## src/rtl/matrix_slot_allocator_pkg.sv

```systemverilog
// Shared sizing, FSM states and slot-table types for the matrix slot allocator.
// Slot k lives at base address k*SLOT_WORDS; matrix ID is slot index + 1.
package matrix_pkg;

    localparam int NUM_SLOTS   = 16;
    localparam int MAX_DIM     = 5;
    localparam int SLOT_WORDS  = MAX_DIM * MAX_DIM;
    localparam int PER_DIM_MAX = 2;
    localparam int ADDR_W      = 9;
    localparam int SEQ_W       = 8;
    localparam int IDX_W       = $clog2(NUM_SLOTS);
    localparam int CNT_W       = $clog2(NUM_SLOTS + 1);
    localparam int ID_W        = 5;
    localparam int DIM_W       = 3;

    localparam logic [DIM_W-1:0] MAX_DIM_V = DIM_W'(MAX_DIM);

    typedef enum logic [1:0] {
        ST_IDLE        = 2'd0,
        ST_SCAN        = 2'd1,
        ST_GRANT       = 2'd2,
        ST_WAIT_COMMIT = 2'd3
    } state_t;

    typedef struct packed {
        logic             valid;
        logic             pending;
        logic [DIM_W-1:0] m;
        logic [DIM_W-1:0] n;
        logic [SEQ_W-1:0] stamp;
    } slot_t;

    typedef struct packed {
        logic [CNT_W-1:0] same_cnt;
        logic             same_found;
        logic [IDX_W-1:0] same_idx;
        logic [SEQ_W-1:0] same_age;
        logic             free_found;
        logic [IDX_W-1:0] free_idx;
        logic             glob_found;
        logic [IDX_W-1:0] glob_idx;
        logic [SEQ_W-1:0] glob_age;
    } scan_acc_t;

    function automatic logic dims_legal(input logic [DIM_W-1:0] m, input logic [DIM_W-1:0] n);
        return (m != '0) && (m <= MAX_DIM_V) && (n != '0) && (n <= MAX_DIM_V);
    endfunction

    function automatic logic [ADDR_W-1:0] slot_base(input logic [IDX_W-1:0] idx);
        return ADDR_W'(idx) * ADDR_W'(SLOT_WORDS);
    endfunction

endpackage

```

## src/rtl/matrix_slot_allocator_if.sv

```systemverilog
// Request/grant, commit/abort and ID-lookup signals between the matrix input path and the allocator.
// master = requester side, slave = allocator side.
interface matrix_slot_allocator_if;
    import matrix_pkg::*;

    logic              alloc_req;
    logic [DIM_W-1:0]  alloc_m;
    logic [DIM_W-1:0]  alloc_n;
    logic [ADDR_W-1:0] alloc_base;
    logic              alloc_ready;
    logic [ID_W-1:0]   alloc_id;
    logic              alloc_err;
    logic              commit;
    logic              abort;
    logic              lookup_req;
    logic [ID_W-1:0]   lookup_id;
    logic              lookup_valid;
    logic              lookup_hit;
    logic [ADDR_W-1:0] lookup_base;
    logic [DIM_W-1:0]  lookup_m;
    logic [DIM_W-1:0]  lookup_n;
    logic              busy;

    modport master (
        output alloc_req, alloc_m, alloc_n, commit, abort, lookup_req, lookup_id,
        input  alloc_base, alloc_ready, alloc_id, alloc_err,
        input  lookup_valid, lookup_hit, lookup_base, lookup_m, lookup_n, busy
    );

    modport slave (
        input  alloc_req, alloc_m, alloc_n, commit, abort, lookup_req, lookup_id,
        output alloc_base, alloc_ready, alloc_id, alloc_err,
        output lookup_valid, lookup_hit, lookup_base, lookup_m, lookup_n, busy
    );

endinterface

```

## src/rtl/matrix_slot_allocator_scan.sv

```systemverilog
// Walks the slot table one entry per cycle and picks the victim slot for the pending request.
// Accumulators restart whenever idx is 0; the victim is registered on the last slot (MSA_EVICT_STATS_EN adds victim_valid).
module msa_scan_unit
    import matrix_pkg::*;
(
    input  logic             clk,
    input  logic             rst,
    input  logic             step,
    input  logic [IDX_W-1:0] idx,
    input  slot_t            entry,
    input  logic [DIM_W-1:0] req_m,
    input  logic [DIM_W-1:0] req_n,
    input  logic [SEQ_W-1:0] seq,
    output logic [IDX_W-1:0] victim
`ifdef MSA_EVICT_STATS_EN
    ,
    output logic             victim_valid
`endif
);

    scan_acc_t        acc_q, acc_d, acc_nxt;
    logic [SEQ_W-1:0] age;
    logic [IDX_W-1:0] victim_q, victim_d;
    logic             victim_valid_q, victim_valid_d;

    always_comb begin
        acc_nxt        = (idx == '0) ? '0 : acc_q;
        age            = seq - entry.stamp;
        victim_d       = victim_q;
        victim_valid_d = victim_valid_q;

        if (entry.valid) begin
            if (entry.m == req_m && entry.n == req_n) begin
                acc_nxt.same_cnt = acc_nxt.same_cnt + CNT_W'(1);
                // strict compare keeps the lower index on equal ages
                if (!acc_nxt.same_found || age > acc_nxt.same_age) begin
                    acc_nxt.same_found = 1'b1;
                    acc_nxt.same_idx   = idx;
                    acc_nxt.same_age   = age;
                end
            end
            if (!acc_nxt.glob_found || age > acc_nxt.glob_age) begin
                acc_nxt.glob_found = 1'b1;
                acc_nxt.glob_idx   = idx;
                acc_nxt.glob_age   = age;
            end
        end else if (!entry.pending && !acc_nxt.free_found) begin
            acc_nxt.free_found = 1'b1;
            acc_nxt.free_idx   = idx;
        end

        acc_d = step ? acc_nxt : acc_q;

        if (step && idx == IDX_W'(NUM_SLOTS - 1)) begin
            if (acc_nxt.same_cnt >= CNT_W'(PER_DIM_MAX)) begin
                victim_d       = acc_nxt.same_idx;
                victim_valid_d = 1'b1;
            end else if (acc_nxt.free_found) begin
                victim_d       = acc_nxt.free_idx;
                victim_valid_d = 1'b0;
            end else begin
                victim_d       = acc_nxt.glob_idx;
                victim_valid_d = acc_nxt.glob_found;
            end
        end
    end

    always_ff @(posedge clk) begin
        if (rst) begin
            acc_q          <= '0;
            victim_q       <= '0;
            victim_valid_q <= 1'b0;
        end else begin
            acc_q          <= acc_d;
            victim_q       <= victim_d;
            victim_valid_q <= victim_valid_d;
        end
    end

    assign victim = victim_q;
`ifdef MSA_EVICT_STATS_EN
    assign victim_valid = victim_valid_q;
`endif

endmodule

```

## src/rtl/matrix_slot_allocator.sv

```systemverilog
// Matrix storage slot allocator: scan/grant/commit FSM, slot table and ID lookup; grant 17 cycles after request.
// No backpressure: lookups answer the next cycle in any state. MSA_EVICT_STATS_EN adds the evict_count port.
module matrix_slot_allocator
    import matrix_pkg::*;
(
    input  logic                     clk,
    input  logic                     rst,
    matrix_slot_allocator_if.slave   bus
`ifdef MSA_EVICT_STATS_EN
    ,
    output logic [15:0]              evict_count
`endif
);

    state_t            state_q, state_d;
    logic [IDX_W-1:0]  scan_idx_q, scan_idx_d;
    logic [DIM_W-1:0]  req_m_q, req_m_d, req_n_q, req_n_d;
    logic [SEQ_W-1:0]  seq_q, seq_d;
    logic [IDX_W-1:0]  pend_idx_q, pend_idx_d;
    slot_t             slots_q [NUM_SLOTS];
    slot_t             slots_d [NUM_SLOTS];
    logic [ADDR_W-1:0] alloc_base_q, alloc_base_d;
    logic [ID_W-1:0]   alloc_id_q, alloc_id_d;
    logic              alloc_ready_q, alloc_ready_d;
    logic              alloc_err_q, alloc_err_d;
    logic              lookup_valid_q, lookup_valid_d;
    logic              lookup_hit_q, lookup_hit_d;
    logic [ADDR_W-1:0] lookup_base_q, lookup_base_d;
    logic [DIM_W-1:0]  lookup_m_q, lookup_m_d, lookup_n_q, lookup_n_d;
    logic [IDX_W-1:0]  lk_idx;
    logic [IDX_W-1:0]  victim;
`ifdef MSA_EVICT_STATS_EN
    logic              victim_valid;
    logic [15:0]       evict_q, evict_d;
`endif

    msa_scan_unit u_scan (
        .clk          (clk),
        .rst          (rst),
        .step         (state_q == ST_SCAN),
        .idx          (scan_idx_q),
        .entry        (slots_q[scan_idx_q]),
        .req_m        (req_m_q),
        .req_n        (req_n_q),
        .seq          (seq_q),
        .victim       (victim)
`ifdef MSA_EVICT_STATS_EN
        ,
        .victim_valid (victim_valid)
`endif
    );

    always_comb begin
        state_d        = state_q;
        scan_idx_d     = scan_idx_q;
        req_m_d        = req_m_q;
        req_n_d        = req_n_q;
        seq_d          = seq_q;
        pend_idx_d     = pend_idx_q;
        slots_d        = slots_q;
        alloc_base_d   = alloc_base_q;
        alloc_id_d     = alloc_id_q;
        alloc_ready_d  = 1'b0;
        alloc_err_d    = 1'b0;
        lookup_valid_d = 1'b0;
        lookup_hit_d   = lookup_hit_q;
        lookup_base_d  = lookup_base_q;
        lookup_m_d     = lookup_m_q;
        lookup_n_d     = lookup_n_q;
        lk_idx         = IDX_W'(bus.lookup_id - ID_W'(1));
`ifdef MSA_EVICT_STATS_EN
        evict_d        = evict_q;
`endif

        case (state_q)
            ST_IDLE: begin
                if (bus.alloc_req) begin
                    if (dims_legal(bus.alloc_m, bus.alloc_n)) begin
                        req_m_d    = bus.alloc_m;
                        req_n_d    = bus.alloc_n;
                        scan_idx_d = '0;
                        state_d    = ST_SCAN;
                    end else begin
                        alloc_err_d = 1'b1;
                    end
                end
            end
            ST_SCAN: begin
                scan_idx_d = scan_idx_q + IDX_W'(1);
                if (scan_idx_q == IDX_W'(NUM_SLOTS - 1)) begin
                    state_d = ST_GRANT;
                end
            end
            ST_GRANT: begin
                slots_d[victim].valid   = 1'b0;
                slots_d[victim].pending = 1'b1;
                pend_idx_d    = victim;
                alloc_base_d  = slot_base(victim);
                alloc_id_d    = ID_W'(victim) + ID_W'(1);
                alloc_ready_d = 1'b1;
                state_d       = ST_WAIT_COMMIT;
`ifdef MSA_EVICT_STATS_EN
                if (victim_valid && evict_q != 16'hFFFF) begin
                    evict_d = evict_q + 16'd1;
                end
`endif
            end
            ST_WAIT_COMMIT: begin
                // a fresh request here also finalises the matrix just written
                if (bus.commit || bus.alloc_req) begin
                    slots_d[pend_idx_q].valid   = 1'b1;
                    slots_d[pend_idx_q].pending = 1'b0;
                    slots_d[pend_idx_q].m       = req_m_q;
                    slots_d[pend_idx_q].n       = req_n_q;
                    slots_d[pend_idx_q].stamp   = seq_q;
                    seq_d   = seq_q + SEQ_W'(1);
                    state_d = ST_IDLE;
                    if (bus.alloc_req) begin
                        if (dims_legal(bus.alloc_m, bus.alloc_n)) begin
                            req_m_d    = bus.alloc_m;
                            req_n_d    = bus.alloc_n;
                            scan_idx_d = '0;
                            state_d    = ST_SCAN;
                        end else begin
                            alloc_err_d = 1'b1;
                        end
                    end
                end else if (bus.abort) begin
                    slots_d[pend_idx_q].pending = 1'b0;
                    state_d = ST_IDLE;
                end
            end
            default: state_d = ST_IDLE;
        endcase

        // reads the pre-update table, so a same-cycle commit is not visible
        if (bus.lookup_req) begin
            lookup_valid_d = 1'b1;
            if (bus.lookup_id != '0 && bus.lookup_id <= ID_W'(NUM_SLOTS) &&
                slots_q[lk_idx].valid && !slots_q[lk_idx].pending) begin
                lookup_hit_d  = 1'b1;
                lookup_base_d = slot_base(lk_idx);
                lookup_m_d    = slots_q[lk_idx].m;
                lookup_n_d    = slots_q[lk_idx].n;
            end else begin
                lookup_hit_d  = 1'b0;
                lookup_base_d = '0;
                lookup_m_d    = '0;
                lookup_n_d    = '0;
            end
        end
    end

    always_ff @(posedge clk) begin
        if (rst) begin
            state_q        <= ST_IDLE;
            scan_idx_q     <= '0;
            req_m_q        <= '0;
            req_n_q        <= '0;
            seq_q          <= '0;
            pend_idx_q     <= '0;
            for (int i = 0; i < NUM_SLOTS; i++) slots_q[i] <= '0;
            alloc_base_q   <= '0;
            alloc_id_q     <= '0;
            alloc_ready_q  <= 1'b0;
            alloc_err_q    <= 1'b0;
            lookup_valid_q <= 1'b0;
            lookup_hit_q   <= 1'b0;
            lookup_base_q  <= '0;
            lookup_m_q     <= '0;
            lookup_n_q     <= '0;
`ifdef MSA_EVICT_STATS_EN
            evict_q        <= '0;
`endif
        end else begin
            state_q        <= state_d;
            scan_idx_q     <= scan_idx_d;
            req_m_q        <= req_m_d;
            req_n_q        <= req_n_d;
            seq_q          <= seq_d;
            pend_idx_q     <= pend_idx_d;
            slots_q        <= slots_d;
            alloc_base_q   <= alloc_base_d;
            alloc_id_q     <= alloc_id_d;
            alloc_ready_q  <= alloc_ready_d;
            alloc_err_q    <= alloc_err_d;
            lookup_valid_q <= lookup_valid_d;
            lookup_hit_q   <= lookup_hit_d;
            lookup_base_q  <= lookup_base_d;
            lookup_m_q     <= lookup_m_d;
            lookup_n_q     <= lookup_n_d;
`ifdef MSA_EVICT_STATS_EN
            evict_q        <= evict_d;
`endif
        end
    end

    assign bus.alloc_base   = alloc_base_q;
    assign bus.alloc_ready  = alloc_ready_q;
    assign bus.alloc_id     = alloc_id_q;
    assign bus.alloc_err    = alloc_err_q;
    assign bus.lookup_valid = lookup_valid_q;
    assign bus.lookup_hit   = lookup_hit_q;
    assign bus.lookup_base  = lookup_base_q;
    assign bus.lookup_m     = lookup_m_q;
    assign bus.lookup_n     = lookup_n_q;
    assign bus.busy         = (state_q != ST_IDLE);
`ifdef MSA_EVICT_STATS_EN
    assign evict_count      = evict_q;
`endif

endmodule

```

## src/flat_wrapper.sv

```systemverilog
// flat-port wrapper written by rule: the top's interface ports become plain ports
module matrix_slot_allocator_flat import matrix_pkg::*;
  (clk, rst, bus_alloc_req, bus_alloc_m, bus_alloc_n, bus_commit, bus_abort, bus_lookup_req, bus_lookup_id, bus_alloc_base, bus_alloc_ready, bus_alloc_id, bus_alloc_err, bus_lookup_valid, bus_lookup_hit, bus_lookup_base, bus_lookup_m, bus_lookup_n, bus_busy);
  matrix_slot_allocator_if bus_i ();
  input  logic clk;
  input  logic rst;
  input wire logic [$bits(bus_i.alloc_req)-1:0] bus_alloc_req;
  input wire logic [$bits(bus_i.alloc_m)-1:0] bus_alloc_m;
  input wire logic [$bits(bus_i.alloc_n)-1:0] bus_alloc_n;
  input wire logic [$bits(bus_i.commit)-1:0] bus_commit;
  input wire logic [$bits(bus_i.abort)-1:0] bus_abort;
  input wire logic [$bits(bus_i.lookup_req)-1:0] bus_lookup_req;
  input wire logic [$bits(bus_i.lookup_id)-1:0] bus_lookup_id;
  output wire logic [$bits(bus_i.alloc_base)-1:0] bus_alloc_base;
  output wire logic [$bits(bus_i.alloc_ready)-1:0] bus_alloc_ready;
  output wire logic [$bits(bus_i.alloc_id)-1:0] bus_alloc_id;
  output wire logic [$bits(bus_i.alloc_err)-1:0] bus_alloc_err;
  output wire logic [$bits(bus_i.lookup_valid)-1:0] bus_lookup_valid;
  output wire logic [$bits(bus_i.lookup_hit)-1:0] bus_lookup_hit;
  output wire logic [$bits(bus_i.lookup_base)-1:0] bus_lookup_base;
  output wire logic [$bits(bus_i.lookup_m)-1:0] bus_lookup_m;
  output wire logic [$bits(bus_i.lookup_n)-1:0] bus_lookup_n;
  output wire logic [$bits(bus_i.busy)-1:0] bus_busy;
  assign bus_i.alloc_req = bus_alloc_req;
  assign bus_i.alloc_m = bus_alloc_m;
  assign bus_i.alloc_n = bus_alloc_n;
  assign bus_i.commit = bus_commit;
  assign bus_i.abort = bus_abort;
  assign bus_i.lookup_req = bus_lookup_req;
  assign bus_i.lookup_id = bus_lookup_id;
  assign bus_alloc_base = bus_i.alloc_base;
  assign bus_alloc_ready = bus_i.alloc_ready;
  assign bus_alloc_id = bus_i.alloc_id;
  assign bus_alloc_err = bus_i.alloc_err;
  assign bus_lookup_valid = bus_i.lookup_valid;
  assign bus_lookup_hit = bus_i.lookup_hit;
  assign bus_lookup_base = bus_i.lookup_base;
  assign bus_lookup_m = bus_i.lookup_m;
  assign bus_lookup_n = bus_i.lookup_n;
  assign bus_busy = bus_i.busy;
  matrix_slot_allocator u_core (.clk(clk), .rst(rst), .bus(bus_i));
endmodule
```

## config.mk

```make
export PLATFORM = sky130hd
export DESIGN_NAME = matrix_slot_allocator_flat
export DESIGN_NICKNAME = d
export VERILOG_FILES = /design/src/rtl/matrix_slot_allocator_pkg.sv /design/src/rtl/matrix_slot_allocator_if.sv /design/src/rtl/matrix_slot_allocator_scan.sv /design/src/rtl/matrix_slot_allocator.sv /design/src/flat_wrapper.sv
export SDC_FILE = /design/constraint.sdc
export NUM_CORES = 1
export LEC_CHECK = 0
export ABC_CLOCK_PERIOD_IN_PS = 13000
export CAP_MARGIN = 15
export CORE_ASPECT_RATIO = 1.5
export CORE_MARGIN = 2
export CORE_UTILIZATION = 60
export DETAILED_ROUTE_END_ITERATION = 16
export PLACE_DENSITY = 0.84
export SETUP_SLACK_MARGIN = 0.15
export SLEW_MARGIN = 20
export SYNTH_ARGS = -nofsm -noshare
export SYNTH_HDL_FRONTEND = slang
export SYNTH_SLANG_ARGS = --single-unit
```

## constraint.sdc

```tcl
create_clock -name clk -period 13 [get_ports clk]
set_clock_uncertainty 0.2 [all_clocks]
set_input_delay 3.9 -clock clk [delete_from_list [all_inputs] [get_ports clk]]
set_output_delay 3.9 -clock clk [all_outputs]
set_load 0.02 [all_outputs]
```

Yosys cells after proc, flatten, opt, wreduce, memory -nomap -nowiden --
Index checks and enable logic that the tools add are counted.
Operators by class: muxes and demuxes 71, reduce and logical (&&, ||, !) cells 33, bitwise operators 4, eq/ne operators 11, add/subtract/negate cells 6, multipliers 2, order comparisons 12
Operators by type and width (number):
- bitwise mux 256 bit | 8
- 2-to-1 mux 256 bit | 2
- one-hot mux 256 bit (2 select lines) | 1
- demux 16 bit (select 4 bit) | 7
- binary-select mux 16 bit (select 4 bit) | 2
- 2-to-1 mux 16 bit | 6
- 2-to-1 mux 13 bit | 3
- 2-to-1 mux 18 bit | 2
- 2-to-1 mux 36 bit | 1
- 2-to-1 mux 15 bit | 2
- 2-to-1 mux 3 bit | 8
- greater-or-equal comparator 5 bit, second input constant | 4
- 2-to-1 mux 4 bit | 5
- NOT 4 -> 5 bit | 4
- multiplier 4 x 5 -> 9 bit, second input constant | 2
- greater-than comparator 8 bit | 2
- 2-to-1 mux 14 bit | 1
- 2-to-1 mux 2 bit | 6
- one-hot mux 3 bit (2 select lines) | 2
- one-hot mux 4 bit (3 select lines) | 1
- logical AND 1 bit | 11
- 2-to-1 mux 11 bit | 1
- < comparator 5 x 1 -> 1 bit, second input constant | 2
- 2-to-1 mux 5 bit | 2
- other kinds (30) | 54
Word-level totals: output and inout port bits 34, register bits 353

Depth between registers and ports, before layout --
word-level depth 12, mapped depth 27, depth with buffers taken out 20

Hierarchy --
From an unflattened synthesis, not the netlist that was laid out.
Unflattened totals: cell total of the unflattened synthesis 1994, area total of the unflattened synthesis 17659.4 um^2
Modules (own cells, without submodules):
- matrix_slot_allocator | instances 1, area an instance 14785.4 um^2, sequential area each 6206.0 um^2, cells each 1629
- msa_scan_unit | instances 1, area an instance 2874.0 um^2, sequential area each 800.8 um^2, cells each 365

Worst setup path after synthesis --
OpenSTA, ideal clock, no wires.
path kind input port to flip-flop, start input bus_lookup_id[0], end register u_core.lookup_base_q[8] (netlist: u_core.bus.lookup_base[8]), slack 5.476 ns, arrival time 7.196 ns, setup time 0.128 ns, path buffers 4, stages on the path 15, data required time 12.672 ns, cells stage by stage clkbuf_1 > inv_1 > ha_1 > clkbuf_1 > clkbuf_1 > clkbuf_1 > xor2_1 > ha_1 > inv_1 > fa_1 > inv_1 > a31oi_1 > xnor2_1 > a22oi_1 > nor2_1
Between the ends: word-level cells in the longest chain between the ends 8, elaborated cells between the ends (all ways) 13, those cells by class add/sub: 1; mul: 1; order compare: 1; mux: 4; bitwise: 1; reduce/logical: 5
Ends and longest elaborated chain:
- start, declared | line flat_wrapper.sv:13 | input wire logic [$bits(bus_i.lookup_id)-1:0] bus_lookup_id;
- parallel branches: the longest is 7 deep, another holds multiplier 4 x 5 -> 9 bit
- 2-to-1 mux 9 bit (*) | line matrix_slot_allocator.sv:139 | if (bus.lookup_id != '0 && bus.lookup_id <= ID_W'(NUM_SLOTS) &&
- end signal, assigned | line matrix_slot_allocator.sv:189 | lookup_base_q <= lookup_base_d;
- end, declared | line matrix_slot_allocator.sv:28 | logic [ADDR_W-1:0] lookup_base_q, lookup_base_d;
Every way passes the cells marked *. The select of a mux whose other input is x is not followed. A chain may end at the register's enable or synchronous reset.

Final worst setup path --
start input bus_lookup_id[0], end register u_core.lookup_m_q[0] (netlist: u_core.bus.lookup_m[0])
Between the ends: word-level cells in the longest chain between the ends 8, elaborated cells between the ends (all ways) 12, those cells by class add/sub: 1; order compare: 1; mux: 4; bitwise: 1; reduce/logical: 5
Ends and longest elaborated chain:
- subtractor 4 x 1 -> 4 bit | line matrix_slot_allocator.sv:70 | lk_idx = IDX_W'(bus.lookup_id - ID_W'(1));
- NOT 4 -> 5 bit (not written as such) | line matrix_slot_allocator.sv:140, matrix_slot_allocator.sv:143
- binary-select mux 16 bit (select 4 bit) | line matrix_slot_allocator.sv:140, matrix_slot_allocator.sv:143
- 2-to-1 mux 16 bit (not written as such) (2 in a row) | line matrix_slot_allocator.sv:140 | slots_q[lk_idx].valid && !slots_q[lk_idx].pending) begin
- logical AND 1 bit / zero test 1 bit (equally long branches) | line matrix_slot_allocator.sv:139, matrix_slot_allocator.sv:140
- logical AND 1 bit | line matrix_slot_allocator.sv:140
- 2-to-1 mux 3 bit (*) | line matrix_slot_allocator.sv:139
- end signal, assigned | line matrix_slot_allocator.sv:190 | lookup_m_q <= lookup_m_d;
- end, declared | line matrix_slot_allocator.sv:29 | logic [DIM_W-1:0] lookup_m_q, lookup_m_d, lookup_n_q, lookup_n_d;
Every way passes the cells marked *; elsewhere a longest branch is shown, timed or not. The select of a mux whose other input is x is not followed.

==> metrics.cfg <==
[power_and_ir_drop]
total_power_w = 0.00257
relative_contribution_of_sequential_cells_to_total_power_pct = 44.3
power.share.switching_pct = 28.3
max-vdd-ir-drop_v = 0.0000728
power_switching_w = 0.000727
leakage_nw = 6.49
p_int_w = 0.00184
share_clk_of_total_power_pct = 40.9
power_frac_comb_pct = 14.8
cellPowerDensity_nw_per_um2 = 133

[timing]
grt_setup_unrepaired = no
worstMarginPinSlew_ns = 1.14
fin_crit_sh_pct = 54.8
final_setup_tns_ns = 0
timing.final.crit_period_ns = 7.13
worst_slew_margin_rel_pct = 23.3
hold-worst-slack_ns = 0.254
finalHoldViolCount = 0
postLayoutSetupSlackWorst_ns = 5.87
fmax_mhz = 140
max_slew_violations = 0
final-setup-viol-count = 0

[logic_synthesis]
ys_async_sr_fraction_pct = 0
synth-main-ff-cell = sky130_fd_sc_hd__dfxtp_1
synth_nets = 2131
synth_warnings = 0
post_synth_edffs = 0
post_synthesis_instance_area_sq_um = 17600
yosys.area.top_type_share_pct = 39.8
yosysUniqueCellTypes = 78
synth-seq-area-share_pct = 39.8
synth_cells = 2058
leading_post_synthesis_cells_by_cell_area = sky130_fd_sc_hd__dfxtp_1 (40%), sky130_fd_sc_hd__mux4_2 (13%), sky130_fd_sc_hd__nand2_1 (11%)
yosysTopAreaCell = sky130_fd_sc_hd__dfxtp_1
synthesis.area_per_instance_sq_um = 8.56
synth-seq-cells = 350

[grt]
grt_overflow = 0
largest_net_degree_at_the_start_of_global_routing = 138
number_of_antenna_violations_at_the_first_check_in_global_routing = 2
grt_first_pass_wirelength_um = 83900
global_route.usage.total_pct = 35.0
vias_in_the_first_global_route = 15500

[setup_path]
setup.worst_path.end_class = flop
critPathArrivalTime_ns = 7.40
worstPathRequired_ns = 13.28
crit_path_start = bus_lookup_id[0]
regToRegSetupSlack_ns = 6.81
cp.buffers_inverters = 3
crit_slowest_cell = sky130_fd_sc_hd__buf_2
startpoint_type = input pin
r2r-start = u_core.scan_idx_q[0]
worstPathCellList = buf_2, inv_1, ha_1, xor2_1, inv_1, o311ai_0, o311ai_0, a31oi_1, and3_1, a22oi_1, nor2_1
critPathKind = input pin to flop
worstPathMaxFanout = 38
cpPeakStageDelay_ns = 0.68
cpLargestDelayFamily = buffers and inverters

[detailed_routing]
wl_per_cell_um = 22.1
drc_markers = 0
dr.pass1.iters = 6
detail_route.vias_per_cell = 6.51
via_count = 15700
wire_length_after_detailed_routing_um = 53500
antenna_left = 0
drtIter0Drc = 1807

[finish]
post_route_cells_drive_above_1_share_pct = 10.8
nNetsFinal = 2076
syn_to_final_growth_pct = 9.64
stdcell_count = 2419
n_antenna_cell = 0

[cts]
path_clk_slew_ns = 0.07
postCtsHoldBufs = 0
clk_latency_ns = 0.55
cts_max_level = 2
cts.path.max_buffers = 3
cts_tree = yes
cts_resized = 0
cts_buffers = 34
cts_setup_buffers = 0
sink_count = 350
ctsRootBufferMaster = sky130_fd_sc_hd__clkbuf_16

[floorplan]
initial_core_util_pct = 61.2
top_level_ports = 51
chipWidth_um = 144
dieArea_sq_um = 30800
core.rowCount = 76
vertical_die_dimension_um = 214
core-area_sq_um = 28800

[placed_design]
place.port_buffers = 50
dp.final_hpwl_um = 34700
gpl_wtd_cong = 0.970
dp_cells = 2357
post_place_worst_slack_ns = 5.32

[worst_hold_path]
holdCritStartpoint = u_core.slots_q[211]
hold_path.class = flop to flop

[outcome]
outcome = finished, final reports clean

[run]
max_cap_viol_count = 0

[logic make-up after synthesis]
logic type	share of synthesized area (%)
mux	15.6
flops	39.8
xor+xnor	1.69
buf+inv	4.81
compound gates	14.6
fa+ha+maj	4.16
simple gates	19.4
[area by class of cell]
cell class | instances | area [sq um]
clock inverters | 16 | 203
inverters | 39 | 146
flip-flops and latches | 350 | 7020
multi-input cells | 1501 | 9790
clock buffers | 46 | 976
fillers | 2287 | 9490
repair buffers | 77 | 703
well taps | 390 | 488
[cells in the mapped netlist (all sizes together) (5+ instances only)]
library cell    n
a211oi         12
a21oi         286
a22oi          40
a31oi           9
and2           13
and3           10
buf            27
clkbuf        141
dfxtp         350
ha             53
inv            38
mux2            6
mux2i          45
mux4           99
nand2         521
nand2b          8
nand3          28
nand3b          5
nor2          151
nor2b          21
nor3           13
nor3b          12
o21ai          51
or2             6
or3             7
xnor2          19
xor2           15
[per-stage QoR]
step / util, % / instance area (sq um)
3_3_place_gp: 63.0 / 18100
4_1_cts: 67.0 / 19300
3_5_place_dp: 63.0 / 18100
2_1_floorplan: - / 17600
5_1_grt: 67.1 / 19300
6_report: 67.1 / 19300
[layout by cell type (no fill, tap or decap), types with 10 or more instances in the layout]
cell                                n
sky130_fd_sc_hd__a211oi_1          10
sky130_fd_sc_hd__a21oi_1          285
sky130_fd_sc_hd__and3_1            10
sky130_fd_sc_hd__nor3b_1           12
sky130_fd_sc_hd__inv_1             37
sky130_fd_sc_hd__nand2_1          521
sky130_fd_sc_hd__buf_4             27
sky130_fd_sc_hd__mux4_2            99
sky130_fd_sc_hd__and2_1            13
sky130_fd_sc_hd__xnor2_1           19
sky130_fd_sc_hd__nand3_1           28
sky130_fd_sc_hd__nor2_1           144
sky130_fd_sc_hd__clkbuf_16         34
sky130_fd_sc_hd__o21ai_0           47
sky130_fd_sc_hd__dfxtp_1          347
sky130_fd_sc_hd__mux2i_1           45
sky130_fd_sc_hd__xor2_1            15
sky130_fd_sc_hd__nor2b_1           21
sky130_fd_sc_hd__ha_1              53
sky130_fd_sc_hd__clkdlybuf4s50_1   48
sky130_fd_sc_hd__a22oi_1           40
sky130_fd_sc_hd__nor3_1            13
[path summary, 6_finish.rpt]
kind	endpoint	depth (start not counted)
min reg2reg	u_core.slots_q[211]	2
max reg2reg	u_core.u_scan.acc_q[18]	20
min	u_core.slots_q[211]	2
max	u_core.bus.lookup_m[0]	11
[power groups by stage]
stage | combinational (W) | sequential (W) | clock, W
2_1_floorplan | 0.000300 | 0.00113 | 0
3_3_place_gp | 0.000365 | 0.00116 | 0
3_5_place_dp | 0.000371 | 0.00116 | 0
4_1_cts | 0.000373 | 0.00114 | 0.00105
5_1_grt | 0.000410 | 0.00114 | 0.00110
6_report | 0.000380 | 0.00114 | 0.00105
[layer usage]
| metal | wire (um) | track usage [%] | up-vias |
|---|---|---|---|
| li1 | - | - | 7022 |
| met1 | 18200 | 39.7 | 7440 |
| met2 | 25500 | 56.4 | 942 |
| met3 | 4940 | 7.94 | 341 |
| met4 | 4910 | 26.9 | 2 |
| met5 | 12 | 0 | - |
[worst min-delay path: stages, from the launching register on]
cell	delay [ns]
sky130_fd_sc_hd__dfxtp_1	0.31
sky130_fd_sc_hd__nand2_1	0.05
sky130_fd_sc_hd__a21oi_1	0.05
[registers in the layout (all words and copies together) (netlist names), 4 cells and up]
| register | flops |
|---|---|
| u_core.u_scan.victim | 4 |
| u_core.bus.alloc_id | 5 |
| u_core.bus.alloc_base | 6 |
| u_core.scan_idx_q | 4 |
| u_core.seq_q | 8 |
| u_core.bus.lookup_base | 9 |
| u_core.u_scan.acc_q | 36 |
| u_core.pend_idx_q | 4 |
| u_core.slots_q | 256 |
(Power assumes the default switching activity.)
